===== src/rtl/comparator_seq.sv =====
// rtl/comparator_seq.sv - multi-cycle chunked signed/unsigned magnitude comparator
// Optional feature macro: CMP_EARLY_EXIT_EN (stop at first differing chunk).
module comparator_seq #(
    parameter int WIDTH = 16,
    parameter int CHUNK = 4
) (
    input  logic             clk,
    input  logic             rst,
    input  logic             start,
    input  logic [WIDTH-1:0] a,
    input  logic [WIDTH-1:0] b,
    input  logic             signed_mode,
    output logic             busy,
    output logic             done,
    output logic             eq,
    output logic             gt,
    output logic             lt
);
    localparam int NCHUNK = WIDTH / CHUNK;
    localparam int IDXW   = (NCHUNK > 1) ? $clog2(NCHUNK) : 1;
    localparam logic [IDXW-1:0]  IDX_TOP  = IDXW'(NCHUNK - 1);
    localparam logic [WIDTH-1:0] MSB_MASK = WIDTH'(1) << (WIDTH - 1);

    localparam logic [0:0] S_IDLE = 1'b0;
    localparam logic [0:0] S_RUN  = 1'b1;

    // Result encoding is {eq, gt, lt}; all-zero means "no decision".
    localparam logic [2:0] R_NONE = 3'b000;
    localparam logic [2:0] R_EQ   = 3'b100;
    localparam logic [2:0] R_GT   = 3'b010;
    localparam logic [2:0] R_LT   = 3'b001;

    logic [0:0]       state_q, state_d;
    logic [IDXW-1:0]  idx_q, idx_d;
    logic [WIDTH-1:0] a_q, a_d, b_q, b_d;
    logic [2:0]       res_q, res_d;
    logic             done_q, done_d;
`ifndef CMP_EARLY_EXIT_EN
    logic [2:0]       pend_q, pend_d;
`endif

    logic [CHUNK-1:0] a_chk, b_chk;
    logic [2:0]       chunk_res;
    logic             last;

    always_comb begin
        a_chk = '0;
        b_chk = '0;
        for (int i = 0; i < NCHUNK; i++) begin
            if (idx_q == IDXW'(i)) begin
                a_chk = a_q[i*CHUNK +: CHUNK];
                b_chk = b_q[i*CHUNK +: CHUNK];
            end
        end
    end

    assign chunk_res = (a_chk > b_chk) ? R_GT : ((a_chk < b_chk) ? R_LT : R_EQ);
    assign last      = (idx_q == '0);

    always_comb begin
        state_d = state_q;
        idx_d   = idx_q;
        a_d     = a_q;
        b_d     = b_q;
        res_d   = res_q;
        done_d  = 1'b0;
`ifndef CMP_EARLY_EXIT_EN
        pend_d  = pend_q;
`endif
        case (state_q)
            S_IDLE: begin
                if (start) begin
                    // Flipping both MSBs maps two's-complement order onto unsigned order.
                    a_d     = a ^ (signed_mode ? MSB_MASK : '0);
                    b_d     = b ^ (signed_mode ? MSB_MASK : '0);
                    idx_d   = IDX_TOP;
                    state_d = S_RUN;
`ifndef CMP_EARLY_EXIT_EN
                    pend_d  = R_NONE;
`endif
                end
            end
            S_RUN: begin
`ifdef CMP_EARLY_EXIT_EN
                if (chunk_res != R_EQ || last) begin
                    res_d   = chunk_res;
                    done_d  = 1'b1;
                    state_d = S_IDLE;
                end else begin
                    idx_d = idx_q - IDXW'(1);
                end
`else
                if (last) begin
                    res_d   = (pend_q != R_NONE) ? pend_q : chunk_res;
                    done_d  = 1'b1;
                    state_d = S_IDLE;
                end else begin
                    idx_d = idx_q - IDXW'(1);
                    if (pend_q == R_NONE && chunk_res != R_EQ) begin
                        pend_d = chunk_res;
                    end
                end
`endif
            end
            default: state_d = S_IDLE;
        endcase
    end

    always_ff @(posedge clk or posedge rst) begin
        if (rst) begin
            state_q <= S_IDLE;
            idx_q   <= '0;
            a_q     <= '0;
            b_q     <= '0;
            res_q   <= R_NONE;
            done_q  <= 1'b0;
`ifndef CMP_EARLY_EXIT_EN
            pend_q  <= R_NONE;
`endif
        end else begin
            state_q <= state_d;
            idx_q   <= idx_d;
            a_q     <= a_d;
            b_q     <= b_d;
            res_q   <= res_d;
            done_q  <= done_d;
`ifndef CMP_EARLY_EXIT_EN
            pend_q  <= pend_d;
`endif
        end
    end

    assign busy         = (state_q == S_RUN);
    assign done         = done_q;
    assign {eq, gt, lt} = res_q;
endmodule


===== config.mk =====
export PLATFORM = sky130hd
export DESIGN_NAME = comparator_seq
export DESIGN_NICKNAME = d
export VERILOG_FILES = /design/src/rtl/comparator_seq.sv
export SDC_FILE = /design/constraint.sdc
export NUM_CORES = 1
export LEC_CHECK = 0
export BUFFER_PORTS_ARGS = -buffer_cell sky130_fd_sc_hd__buf_2
export CORE_MARGIN = 2
export CORE_UTILIZATION = 56
export CTS_BUF_LIST = sky130_fd_sc_hd__clkbuf_8
export DETAILED_ROUTE_END_ITERATION = 10
export PLACE_DENSITY = 0.81
export SLEW_MARGIN = 20
export SYNTH_ARGS = -nofsm -noshare
export SYNTH_HDL_FRONTEND = slang
export SYNTH_SLANG_ARGS = --single-unit

===== constraint.sdc =====
create_clock -name clk -period 2.95 [get_ports clk]
set_input_delay 0.59 -clock clk [delete_from_list [all_inputs] [get_ports clk]]
set_output_delay 0.59 -clock clk [all_outputs]
set_load 0.05 [all_outputs]

## Yosys cells after proc, flatten, opt, wreduce, memory -nomap -nowiden

Index checks and enable logic that the tools add are counted.

- Reductions and logical operators: 8
- Shift-type cells: 0
- Equality and inequality tests: 7
- Div/mod/pow operators: 0
- $lt $le $gt $ge: 2
- Multiply operators: 0
- Bitwise gates (word level): 3
- Muxes and demuxes: 24
- $add $sub $neg: 1

Operators by type and width:

| cell | number |
|---|---|
| 4-bit two-way mux | 8 |
| 16-bit XOR | 2 |
| 3-bit two-way mux | 6 |
| 16-bit two-way mux | 1 |
| 3-bit one-hot mux with 2 select lines | 1 |
| 2-bit AND reduction | 3 |
| 2-bit == test, second input constant | 2 |
| 4-bit greater-than comparator | 1 |
| 4-bit less-than comparator | 1 |
| 1-bit two-way mux | 4 |
| 2-bit two-way mux | 2 |
| 2-bit != test, second input constant | 2 |
| 2-bit one-hot mux with 2 select lines | 1 |
| 3-bit zero test | 1 |
| 3-bit != test, second input constant | 1 |
| 3-bit AND reduction | 1 |
| 3-bit nonzero test | 1 |
| 2-bit by 1-bit == test with 1-bit output, second input constant | 1 |
| 2-bit zero test | 1 |
| 2-bit by 1-bit != test with 1-bit output, second input constant | 1 |
| 1-bit one-hot mux with 2 select lines | 1 |
| 2-bit by 1-bit subtractor with 2-bit output, second input constant | 1 |
| 1-bit logical AND | 1 |
| 1-bit NOT | 1 |

- Memories: 0
- Logic and storage cells: 52
- Latch bits: 0
- Output and inout bits: 5
- Memory bits (writable): 0
- Flip-flop bits (word level): 42
- Memory bits (read-only): 0
- Input port bits: 36

## Logic depth before layout (Yosys ltp)

Gate-level depths: netlist of the first run.

- Depth in word-level cells: 13
- Depth in mapped cells: 12

## Least setup slack after synthesis of the first run

No wires, ideal clock.

- Path type: flip-flop to flip-flop
- Start: register idx_q[0]
- End: register res_q[0]
- Arrival time: 2.176 ns
- Library setup time: 0.126 ns
- Cell stages (with the launch flop): 12
- Required time: 2.824 ns
- Setup slack: 0.648 ns
- Period minus slack after synthesis: 2.302 ns
- Path through: dfrtp_1 inv_1 ha_1 buf_6 nor2b_4 a221o_1 o21ai_0 o21ai_1 ha_1 nand2_1 o21a_1 a221o_1

- Longest elaborated chain between the ends: 9

Ends and longest elaborated chain:

| item | line | source |
|---|---|---|
| start: declaration | 34 | `logic [IDXW-1:0] idx_q, idx_d;` |
| start signal: assignment | 122 | `idx_q <= idx_d;` |
| 2-bit zero test | 50, 58 |  |
| 4-bit two-way mux (4 in series) | 50 | `if (idx_q == IDXW'(i)) begin` |
| 4-bit less-than comparator | 57 | `assign chunk_res = (a_chk > b_chk) ? R_GT : ((a_chk < b_chk) ? R_LT : R_EQ);` |
| 3-bit two-way mux (2 in series) | 57 |  |
| 3-bit two-way mux | 94 | `res_d = (pend_q != R_NONE) ? pend_q : chunk_res;` |
| end signal: assignment | 125 | `res_q <= res_d;` |
| end: declaration | 36 | `logic [2:0] res_q, res_d;` |

Parallel ways exist; a longest one is shown, timed or not.
A chain may end at the register's enable or synchronous reset.

## Worst setup path after layout of the first run

- Start: register idx_q[1]
- End: register res_q[0]

Same word-level chain as after synthesis.

==> results by stage, run 1 <==
Clock tree:
- The clock transition at the register clock pins on the worst setup and hold paths after CTS is 80 ps.
- The number of levels the H-tree was split into is 2.
- Counting every sink on the clock net gives 42.
- Clock latency on the worst-skew pair, taken at its later pin, is 300 ps.
- The cts-stage hold buffer count is 0.
- The clock passes through at most 2 buffers.
- The number of gates resized after cts is 0.
- Counting the buffers created by CTS gives 5.
- Buffers added to address setup during post-CTS repair amount to 0.
- The clock tree from TritonCTS is done.
- The root buffer cell is clkbuf_8.

Critical path:
- For the worst flop-to-flop path, the logic depth is 10.
- The endpoint type of the worst setup path is a flop.
- The beginning of the worst register-to-register path is idx_q[1].
- The sum of buffers and inverters on the critical path is 1.
- STA classifies the critical path startpoint as a flop.
- Counting buffers and inverters, the worst setup path is 10 cells deep.
- The largest individual stage delay along the critical path comes from the cell ha_1.
- The largest single stage delay on the critical path is 470 ps.
- The critical path data arrival time is 2800 ps.
- The critical path is of the reg -> reg type.
- In this run the critical register-to-register path is captured at res_q[0].
- The launch point of the worst path is idx_q[1].
- The register-to-register setup slack is 330 ps.
- Traced cell by cell, the critical path runs through inv_1, ha_1, nor2b_4, a221o_1, o21ai_0, o21ai_1, ha_1, nand2_1, o21a_1, a221o_1.
- The worst setup path endpoint is res_q[0].
- Broken down by cell family, the worst path's largest delay share belongs to compound AO/OA/AOI/OAI gates.
- At the worst endpoint, the required time is 3130 ps.
- The worst-path maximum fanout is 14.

Detailed routing:
- For this block, the routed nets add up to 4050 um of wire.
- Before antenna repair, the detailed router went through 4 iterations.
- The average wire length per cell after detail routing is 12.7 um.
- Dividing the detail-routed via count by the number of cells gives 5.20.
- For this block, the initial DRC count from the detailed router was 91.
- The post-route DRC violation count is 0.
- The count of nets left with antenna violations once routing finished came out at 0.
- Across all layers, the routed design uses 1654 vias.

Yosys:
- The cell area that synthesis handed to floorplanning was 0.00204 mm2.
- After synthesis, the share of flip-flops with an asynchronous set or reset is 100%.
- The average size of a mapped cell is 8.74 um2.
- The number of enable-type register cells in the synthesized netlist is 0.
- Counting every net in the synthesized netlist gives 277.
- The count of cell types in the netlist is 34.
- For this run, the register share of the synthesized area comes to 51.6%.
- The most used flip-flop cell after synthesis is dfrtp_1.
- In the post-synthesis netlist, the biggest area contributors are dfrtp_1 52%, nand2_1 18%, ha_1 4.9%, o21ai_0 3.9%, a21oi_1 3.2%.
- Summed over its instances, the top area cell type makes up 51.6% of the synthesized netlist area.
- After technology mapping, the gate count stands at 233.
- The largest total area in the synthesized netlist belongs to dfrtp_1.
- The count of state elements after synthesis is 42.
- The warning count from the yosys run is 0.

GRT:
- The number of antenna violations at the first check in global routing is 0.
- The global-route wire length before repair is 7030 um.
- The pin count of the biggest net entering global routing is 43.
- The overall routing resource usage is 22.4%.
- The leftover overflow at the end of global routing is 0.
- The via count of the first global-routing pass is 1568.

Placed design:
- Once placement completed, the tool counted placed cells totaling 310.
- The placed wire-length estimate after detailed placement is 2860 um.
- The global placement routability congestion is 0.821.
- Buffers placed on the I/O ports in this run total 40.

Floorplanning:
- The die is 64.3 um tall.
- 41 I/O pins were placed.
- The floorplan step defined a die boundary enclosing 0.00413 mm2.
- Once the floorplan was initialized, standard cells occupied 59.6% of the core.
- The horizontal die dimension is 64.3 um.
- The floorplan has 21 rows.
- The total core area is 0.00342 mm2.

Power and ir drop:
- The maximum vdd ir drop is 0.000539 V.
- Dividing total power by cell area gives a power density of 1150 mW/mm2.
- The leakage component of the power is 1.25 nW.

Timing:
- The headroom to the max-slew limit is 49.9%.
- The pin slew with the least headroom to its limit is 752 ps.
- The top achievable clock speed is 382 MHz.
- Setup repair after global routing left no endpoint under its margin.
- The setup skew after layout is 2.34 ps.
- The worst path uses 88.7% of the clock period.
- For the final routed database, the setup TNS stands at 0 ps.
- The worst path in the final design needs a cycle of 2620 ps, including I/O delays and setup.
- The hold violation count in the final report is 0.
- The final max-slew violation count is 0.
- Setup violations remaining at the end of the flow were counted as 0.

Finish:
- The finished layout holds 318 standard cells, fillers aside.
- The area growth from synthesis to final layout is 15.6%.
- The post-layout net count is 315.
- The library cell used most frequently in the layout, excluding fill and tap cells, is nand2_1.
- Leaving out fill and tap cells, the most frequent cells in the layout are 97 x nand2_1, 42 x dfrtp_1, 40 x buf_2, 16 x o21ai_0, 13 x a21oi_1.
- The proportion of layout cells with a drive suffix above 1 is 20.6%.
- The number of antenna diodes in the final layout is 0.

Job:
- The max-cap check violation count is 0.

Status:
- The flow ran to the end, and the final reports show no timing, DRC or antenna violations.

Hold path:
- The worst min-delay path category is in -> async.
==> where the power goes <==
| group | internal [mW] | total, mW | leakage [nW] | switching (mW) |
|---|---|---|---|---|
| logic | 0.468 | 1.25 | 0.673 | 0.777 |
| clock network | 0.249 | 0.443 | 0.0579 | 0.194 |
| registers | 0.845 | 1.03 | 0.520 | 0.180 |
==> cells in the mapped netlist, types with 2 or more instances <==
cell,n
ha_1,8
o21ai_1,3
mux2i_1,2
xnor2_1,2
a221o_1,3
inv_1,9
dfrtp_1,42
o21ai_0,16
nor2_1,4
buf_6,2
nand2_1,97
buf_2,8
a21oi_1,13
a22oi_1,4
==> per-stage QoR <==
step / utilization, % / hold slack, ps / instance area (um2) / total power [mW] / setup WS [ps]
after floorplan: - / 440 / 2040 / 2.00 / 648
after global placement: 65.7 / 462 / 2240 / 2.22 / 480
after detailed placement: 65.7 / 464 / 2240 / 2.27 / 375
after CTS: 68.9 / 429 / 2350 / 2.72 / 354
after global routing: 68.9 / 460 / 2350 / 2.97 / 177
final: 68.9 / 412 / 2350 / 2.71 / 334
==> worst register-to-register path, stage by stage, from the launching register on <==
cell and delay [ps]:
dfrtp_1 410, inv_1 80, ha_1 480, nor2b_4 90
a221o_1 340, o21ai_0 70, o21ai_1 90, ha_1 330
nand2_1 50, o21a_1 240, a221o_1 310
==> final cells by class <==
type	count	area (um2)
clock buffer	5	68.8
clock inverter	3	40.0
fill	290	1060
inverter	9	33.8
multi-input combinational	170	880
sequential	42	1050
tap	46	57.6
timing repair buffer	43	223
==> logic make-up after synthesis <==
logic type	synth area share, %
XOR/XNOR	0.861
AO/OA/AOI/OAI	13.2
adder cells (fa/ha/maj)	4.92
flip-flops	51.6
buffers and inverters	5.29
AND/OR/NAND/NOR	23.2
multiplexers	0.983
==> metal layers <==
layer  global-route usage (%)  share of wire (%)
met4                     11.2                2.5
met1                     30.9                 47
met5                        0                  0
met3                     4.40                6.5
met2                     33.7                 45
==> flip-flops by register name, summed over array words and instances (netlist names) <==
name and cells:
a_q 16, b_q 16, done 1, idx_q 2, busy 1, res_q 3
pend_q 3
==> worst min-delay path by stage <==
| stage | from | endpoint | slack, ps | cells past startpoint |
|---|---|---|---|---|
| 2_1_floorplan | a_q[10] | a_q[10] | 440 | 2 |
| 3_3_place_gp | b_q[12] | b_q[12] | 460 | 2 |
| 3_5_place_dp | b_q[13] | b_q[13] | 460 | 2 |
| 4_1_cts | rst | pend_q[1] | 430 | 3 |
| 5_1_grt | rst | res_q[0] | 460 | 3 |
| 6_report | rst | res_q[1] | 410 | 3 |
Power figures use the tool's default switching activity.
==> run 2: changes to the inputs <==
- GPL_ROUTABILITY_DRIVEN: default -> 0
- MAX_ROUTING_LAYER: default -> met4
==> run 2 against run 1 <==
  * Register-to-register slack better by 20 ps
  * Wire length down 1.1%
  * Combinational power about the same
  * Total power down 0.20%
  * Setup slack better by 16 ps
  * Worst hold slack worse by 13 ps
  * Global-route usage up 0.63 points
  * Sequential power about the same
  * Sequential share of layout area unchanged
  * Non-clock buffer count unchanged
  * Design area unchanged
  * First-iteration DRC count down 22%
==> results by stage, run 2 (synthesis gave the netlist of run 1 again) <==
Clock tree:
- The cts-stage hold buffer count is 0 (unchanged).
- The clock latency on the worst-skew pair is 300 ps (about the same).
- The number of levels the H-tree was split into is 2 (unchanged).
- The count of buffers added by post-CTS timing repair for setup is 0 (unchanged).
- The number of buffers inserted during clock tree synthesis came to 5 (unchanged).
- The clock tree from TritonCTS is done.
- The number of buffers on the longest clock path is 2 (unchanged).
- The clock transition at the register clock pins on the worst setup and hold paths after CTS was 80 ps (about the same).
- The number of gates resized after cts was 0 (unchanged).
- The total number of clock tree sinks is 42 (unchanged).
- In this run the clock root is driven by a clkbuf_8.

Critical path:
- The worst setup path is launched from a flop.
- The worst-path maximum fanout is 14 (unchanged).
- The logic depth of the worst path, buffers included is 10 (unchanged).
- The worst endpoint required time is 3140 ps (about the same).
- The slowest stage of the critical path belongs to the cell ha_1.
- Among cell families on the critical path, the largest total delay comes from compound AO/OA/AOI/OAI gates.
- The sum of buffers and inverters on the critical path is 1 (unchanged).
- The largest incremental delay on the critical path is 470 ps (about the same).
- Walking the worst path, the cells encountered are inv_1, ha_1, nor2b_4, a221o_1, o21ai_0, o21ai_1, ha_1, nand2_1, o21a_1, a221o_1.
- The length in cells of the worst reg-to-reg path is 10 (unchanged).
- The setup path with the least slack is of type reg -> reg.
- The critical path data arrival time was 2790 ps (about the same).
- STA classifies the critical path endpoint as a flop.

Finish:
- In the final layout, the registers with the most flip-flops are a_q: 16 flops, b_q: 16 flops.
- The final antenna diode count is 0 (unchanged).
- In the layout the commonest cells are 97 x nand2_1, 42 x dfrtp_1, 40 x buf_2, 16 x o21ai_0, 13 x a21oi_1.
- The post-layout net count was 315 (unchanged).
- The footprint of the flip-flops and latches was 0.00105 mm2 (unchanged).
- The multi-input logic area is 880 um2 (unchanged).
- The post-route core utilization is 68.9% (unchanged).
- The number of fill cells in the layout came to 290 (unchanged).
- Leaving out fill and tap cells, the most frequent cell in the layout is nand2_1.
- The cell area after layout is 0.00235 mm2 (unchanged).
- The proportion of layout cells with a drive suffix above 1 is 20.6% (unchanged).
- The area growth from synthesis to final layout was 15.6% (unchanged).

Floorplanning:
- The horizontal die dimension was 64.3 um (unchanged).
- The chip height is 64.3 um (unchanged).
- The starting density of the core is 59.6% (unchanged).
- The cell row count was 21 (unchanged).
- The total core area is 0.00342 mm2 (unchanged).
- The die footprint is 0.00413 mm2 (unchanged).
- The number of top-level pins is 41 (unchanged).

Detailed routing:
- The post-route DRC violation count came to 0 (unchanged).
- The number of antenna-violating nets in the routed design is 0 (unchanged).
- The per-cell via count in the routed design is 5.16 (-0.85%).
- The first-pass detailed-route iteration total is 4 (unchanged).
- The violation count after the first detailed-route iteration is 71 (-22%).
- The sum of routed wire length over all layers is 4010 um (-1.1%).
- The via count is 1640 (-0.85%).
- The average wire length per cell after detail routing was 12.6 um (-1.1%).

Timing:
- The headroom to the max-slew limit was 49.9% (about the same).
- The final max-slew violation count came to 0 (unchanged).
- The setup total negative slack is 0 ps (unchanged).
- The worst setup margin came to 350 ps (+16.3 ps).
- The pin slew with the least headroom to its limit was 752 ps (-0.106 ps).
- The hold violation count in the final report came to 0 (unchanged).
- Setup repair after global routing left no endpoint under its margin.
- The portion of the clock cycle consumed by the worst path in the final layout was 88.1% (-0.55 points).
- The top achievable clock speed was 385 MHz (+0.63%).
- The count of final setup violators came to 0 (unchanged).
- The setup skew after layout is 3.78 ps (+1.45 ps).
- The minimum period implied by the final worst setup slack is 2600 ps (-16.3 ps).

Hold path:
- The tightest min-delay check is of the in -> async type.

GRT:
- The number of antenna violations at the first check in global routing came to 0 (unchanged).
- The overall routing resource usage was 23.0% (+0.63 points).
- The leftover overflow at the end of global routing is 0 (unchanged).
- The global-route wire length before repair is 7020 um (-0.20%).
- The pin count of the biggest net entering global routing came to 43 (unchanged).
- The via count of the first global-routing pass is 1568 (unchanged).

Power and ir drop:
- The leakage component of the power is 1.25 nW (unchanged).
- The maximum vdd ir drop is 0.000537 V (-0.32%).
- The power density over cell area is 1150 mW/mm2 (-0.20%).

Placed design:
- The count of port buffers added during placement came to 40 (unchanged).
- The post-placement setup slack is 375 ps (unchanged).
- The placed wire-length estimate after detailed placement is 2860 um (unchanged).
- The post-detailed-placement cell area came to 0.00224 mm2 (unchanged).

Job:
- The max-cap check violation count is 0 (unchanged).

Status:
- The run finished with clean final reports.
-- run 2: layout make-up --
cell class	count	share of cell area (%)
inverters	9	1.44
repair buffers	43	9.46
well taps	46	2.45
multi-input cells	170	37.4
clock buffers	5	2.92
clock inverters	3	1.70
flip-flops and latches	42	44.7
-- run 2: through the flow --
stage,cells,power [mW],hold slack (ps)
final,318,2.71,399
after detailed placement,310,2.27,464
after CTS,318,2.72,429
after global placement,310,2.22,462
after global routing,318,2.97,463
after floorplan,233,2.00,440
-- run 2: worst register-to-register path, delay by kind of cell, from the launching register on --
family                   cells  cell delay (ps)
adder cells (fa/ha/maj)      2              800
buffers and inverters        1               80
AO/OA/AOI/OAI                5             1050
flip-flops                   1              410
AND/OR/NAND/NOR              2              140
-- run 2: power by group --
| part | total [mW] | switching [mW] | internal [mW] |
|---|---|---|---|
| Sequential | 1.03 | 0.180 | 0.845 |
| Clock | 0.443 | 0.194 | 0.249 |
| Combinational | 1.24 | 0.771 | 0.468 |
-- run 2: path summary, 6_finish.rpt --
check | slack [ps] | startpoint | to
worst min-delay path | 400 | rst | res_q[1]
min in group clk | 480 | a[1] | a_q[1]
max in group asynchronous | 2190 | rst | b_q[6]
worst max register to register | 350 | idx_q[1] | res_q[0]
worst max-delay path | 350 | idx_q[1] | res_q[0]
worst min register to register | 490 | b_q[13] | b_q[13]
-- run 2: layer usage --
layer | wire length, um | track usage, % | vias up | share of wire, %
li1 | - | - | 834 | -
met1 | 1890 | 31.0 | 750 | 47
met2 | 1810 | 33.6 | 47 | 45
met3 | 214 | 4.40 | 9 | 5.3
met4 | 101 | 11.2 | 0 | 2.5
met5 | 0 | - | - | 0
==> run 3: changes to the inputs <==
==> constraint.sdc (replaced) <==
create_clock -name clk -period 2.95 [get_ports clk]
set_input_delay 0.4425 -clock clk [delete_from_list [all_inputs] [get_ports clk]]
set_output_delay 0.4425 -clock clk [all_outputs]
set_load 0.05 [all_outputs]
==> run 3 against run 2 <==
  * Sequential power barely moved
  * Global-route usage decreased by 0.86 points
  * Final cell count rose by 0.31%
  * First-iteration DRC count grew 100%
  * Maximum frequency up 0.86%
  * Total power fell by 2.3%
  * Wire length fell by 2.1%
  * Clock skew increased by 0.59 ps
  * Clock power down 13%
  * Critical endpoint unchanged
  * Largest power group unchanged
  * Highest routed layer unchanged
==> results by stage, run 3 (synthesis gave the netlist of run 1 again) <==
Timing:
- The top achievable clock speed is 388 MHz (+0.86%).
- The setup total negative slack is 0 ps (unchanged).
- The headroom to the max-slew limit was 61.2% (+11 points).
- The pin slew with the least headroom to its limit was 581 ps (-171 ps).
- The hold violation count in the final report is 0 (unchanged).
- The count of final setup violators came to 0 (unchanged).
- The portion of the clock cycle consumed by the worst path in the final layout is 87.4% (-0.75 points).
- The setup skew after layout is 4.37 ps (+0.591 ps).
- Setup repair after global routing left no endpoint under its margin.
- The final max-slew violation count is 0 (unchanged).
- The minimum period implied by the final worst setup slack is 2580 ps (-22.2 ps).

Placed design:
- The count of port buffers added during placement was 40 (unchanged).
- The placed wire-length estimate after detailed placement is 2880 um (+0.72%).
- The cell total after placement was 311 (+0.32%).

Clock tree:
- The clock tree from TritonCTS is done.
- The number of buffers inserted during clock tree synthesis is 5 (unchanged).
- The total number of clock tree sinks was 42 (unchanged).
- The number of gates resized after cts is 0 (unchanged).
- The clock transition at the register clock pins on the worst setup and hold paths after CTS is 80 ps (about the same).
- The clock latency on the worst-skew pair is 300 ps (about the same).
- The number of levels the H-tree was split into is 2 (unchanged).
- The number of buffers on the longest clock path is 2 (unchanged).
- The count of buffers added by post-CTS timing repair for setup was 0 (unchanged).
- The root buffer cell is clkbuf_8.
- The cts-stage hold buffer count was 0 (unchanged).

Critical path:
- The worst setup path is launched from a flop.
- The register-to-register setup slack came to 370 ps (+20 ps).
- The critical setup path kind is reg -> reg.
- The beginning of the worst register-to-register path is idx_q[1].
- STA classifies the critical path endpoint as a flop.
- The critical path data arrival time is 2770 ps (-20 ps).
- In this run the critical register-to-register path is captured at res_q[0].
- The worst-path maximum fanout was 14 (unchanged).
- The launch point of the worst path is idx_q[1].
- The worst endpoint required time is 3140 ps (about the same).
- The length in cells of the worst reg-to-reg path came to 10 (unchanged).

Floorplanning:
- The chip height is 64.3 um (unchanged).
- The starting density of the core is 59.6% (unchanged).
- The number of top-level pins is 41 (unchanged).
- The die footprint is 0.00413 mm2 (unchanged).
- The cell row count is 21 (unchanged).
- The total core area is 0.00342 mm2 (unchanged).
- The horizontal die dimension is 64.3 um (unchanged).

GRT:
- The global-route wire length before repair is 6680 um (-4.8%).
- The number of antenna violations at the first check in global routing came to 0 (unchanged).
- The leftover overflow at the end of global routing is 0 (unchanged).
- The overall routing resource usage is 22.1% (-0.86 points).
- The via count of the first global-routing pass is 1433 (-8.6%).
- The pin count of the biggest net entering global routing is 35 (-19%).

Finish:
- The area growth from synthesis to final layout is 15.3%.
- The final antenna diode count was 0 (unchanged).
- The largest registers in the layout are a_q: 16 flops, b_q: 16 flops.
- The proportion of layout cells with a drive suffix above 1 is 21.2% (+0.66 points).
- In the layout the commonest cells are 97 x nand2_1, 42 x dfrtp_1, 40 x buf_2, 16 x o21ai_0, 13 x a21oi_1.
- The post-layout net count is 316 (+0.32%).
- The number of standard cells in the final layout excluding fillers came to 319 (+0.31%).
- The library cell used most frequently in the layout, excluding fill and tap cells, is nand2_1.

Power and ir drop:
- The leakage component of the power is 1.24 nW (-0.56%).
- The sequential fraction of design power came to 38.7% (+0.8 points).
- The switching power is 1.14 mW (-0.21%).
- The maximum vdd ir drop came to 0.000600 V (+12%).
- The combinational cell fraction of total power is 46.7% (+0.9 points).
- The relative contribution of the clock network to total power came to 14.5% (-1.9 points).
- The switching share of power was 43.2% (+0.91 points).
- The internal power component was 1.50 mW (-3.9%).
- The power density over cell area is 1130 mW/mm2 (-2.1%).
- The total power is 2.65 mW (-2.3%).

Detailed routing:
- The number of antenna-violating nets in the routed design is 0 (unchanged).
- The per-cell via count in the routed design is 5.07 (-1.7%).
- The detailed-route wire length on metal 1 came to 1930 um (+2.1%).
- The violation count after the first detailed-route iteration is 144 (+100%).
- The highest routed metal layer is met4.
- The sum of routed wire length over all layers is 3920 um (-2.1%).
- The via count is 1618 (-1.3%).
- The post-route DRC violation count was 0 (unchanged).
- The first-pass detailed-route iteration total was 4 (unchanged).
- The sum of met3 wire segment lengths after detailed routing was 201 um (-6.1%).
- The met2 wire length is 1700 um (-6.0%).
- The average wire length per cell after detail routing is 12.3 um (-2.4%).

Job:
- The max-cap check violation count is 0 (unchanged).

Status:
- The run finished with clean final reports.

Hold path:
- The worst min-delay path category is in -> async.
==> run 3: critical path, stage by stage (launching register included) <==
cell     delay, ps
dfrtp_1        420
inv_1           90
ha_1           460
nor2b_4         90
a221o_1        330
o21ai_0         70
o21ai_1         80
ha_1           330
nand2_1         50
o21a_1         230
a221o_1        300
==> run 3: power groups by stage <==
stage	sequential, mW	clock, mW	combinational, mW
2_1_floorplan	1.08	0	0.915
3_3_place_gp	1.03	0	1.19
3_5_place_dp	1.03	0	1.24
4_1_cts	1.03	0.394	1.24
5_1_grt	1.06	0.425	1.43
6_report	1.03	0.384	1.24
==> run 3: worst max path at each step <==
stage,end,slack [ps],cells past startpoint
2_1_floorplan,res_q[0],650,11
3_3_place_gp,res_q[0],480,10
3_5_place_dp,res_q[0],390,10
4_1_cts,res_q[0],370,10
5_1_grt,res_q[0],170,10
6_report,res_q[0],370,10
==> run 3: area by class of cell <==
type,instances,area [um2]
clock buffers,6,82.6
clock inverters,2,12.5
fillers,297,1070
inverters,9,33.8
multi-input cells,170,880
flip-flops and latches,42,1050
well taps,46,57.6
repair buffers,44,230
==> run 3: metrics by stage <==
stage	hold WS (ps)	setup WS (ps)	util, %	instance area [um2]
after floorplan	440	648	-	2040
after global placement	464	483	65.9	2250
after detailed placement	464	388	65.9	2250
after CTS	313	374	68.7	2350
after global routing	242	167	68.7	2350
final	193	372	68.7	2350
==> run 3: layer usage <==
metal,GRT usage [%],up-vias
met5,-,-
met4,12.0,0
met3,4.75,8
met2,30.7,45
met1,30.5,732
li1,-,833
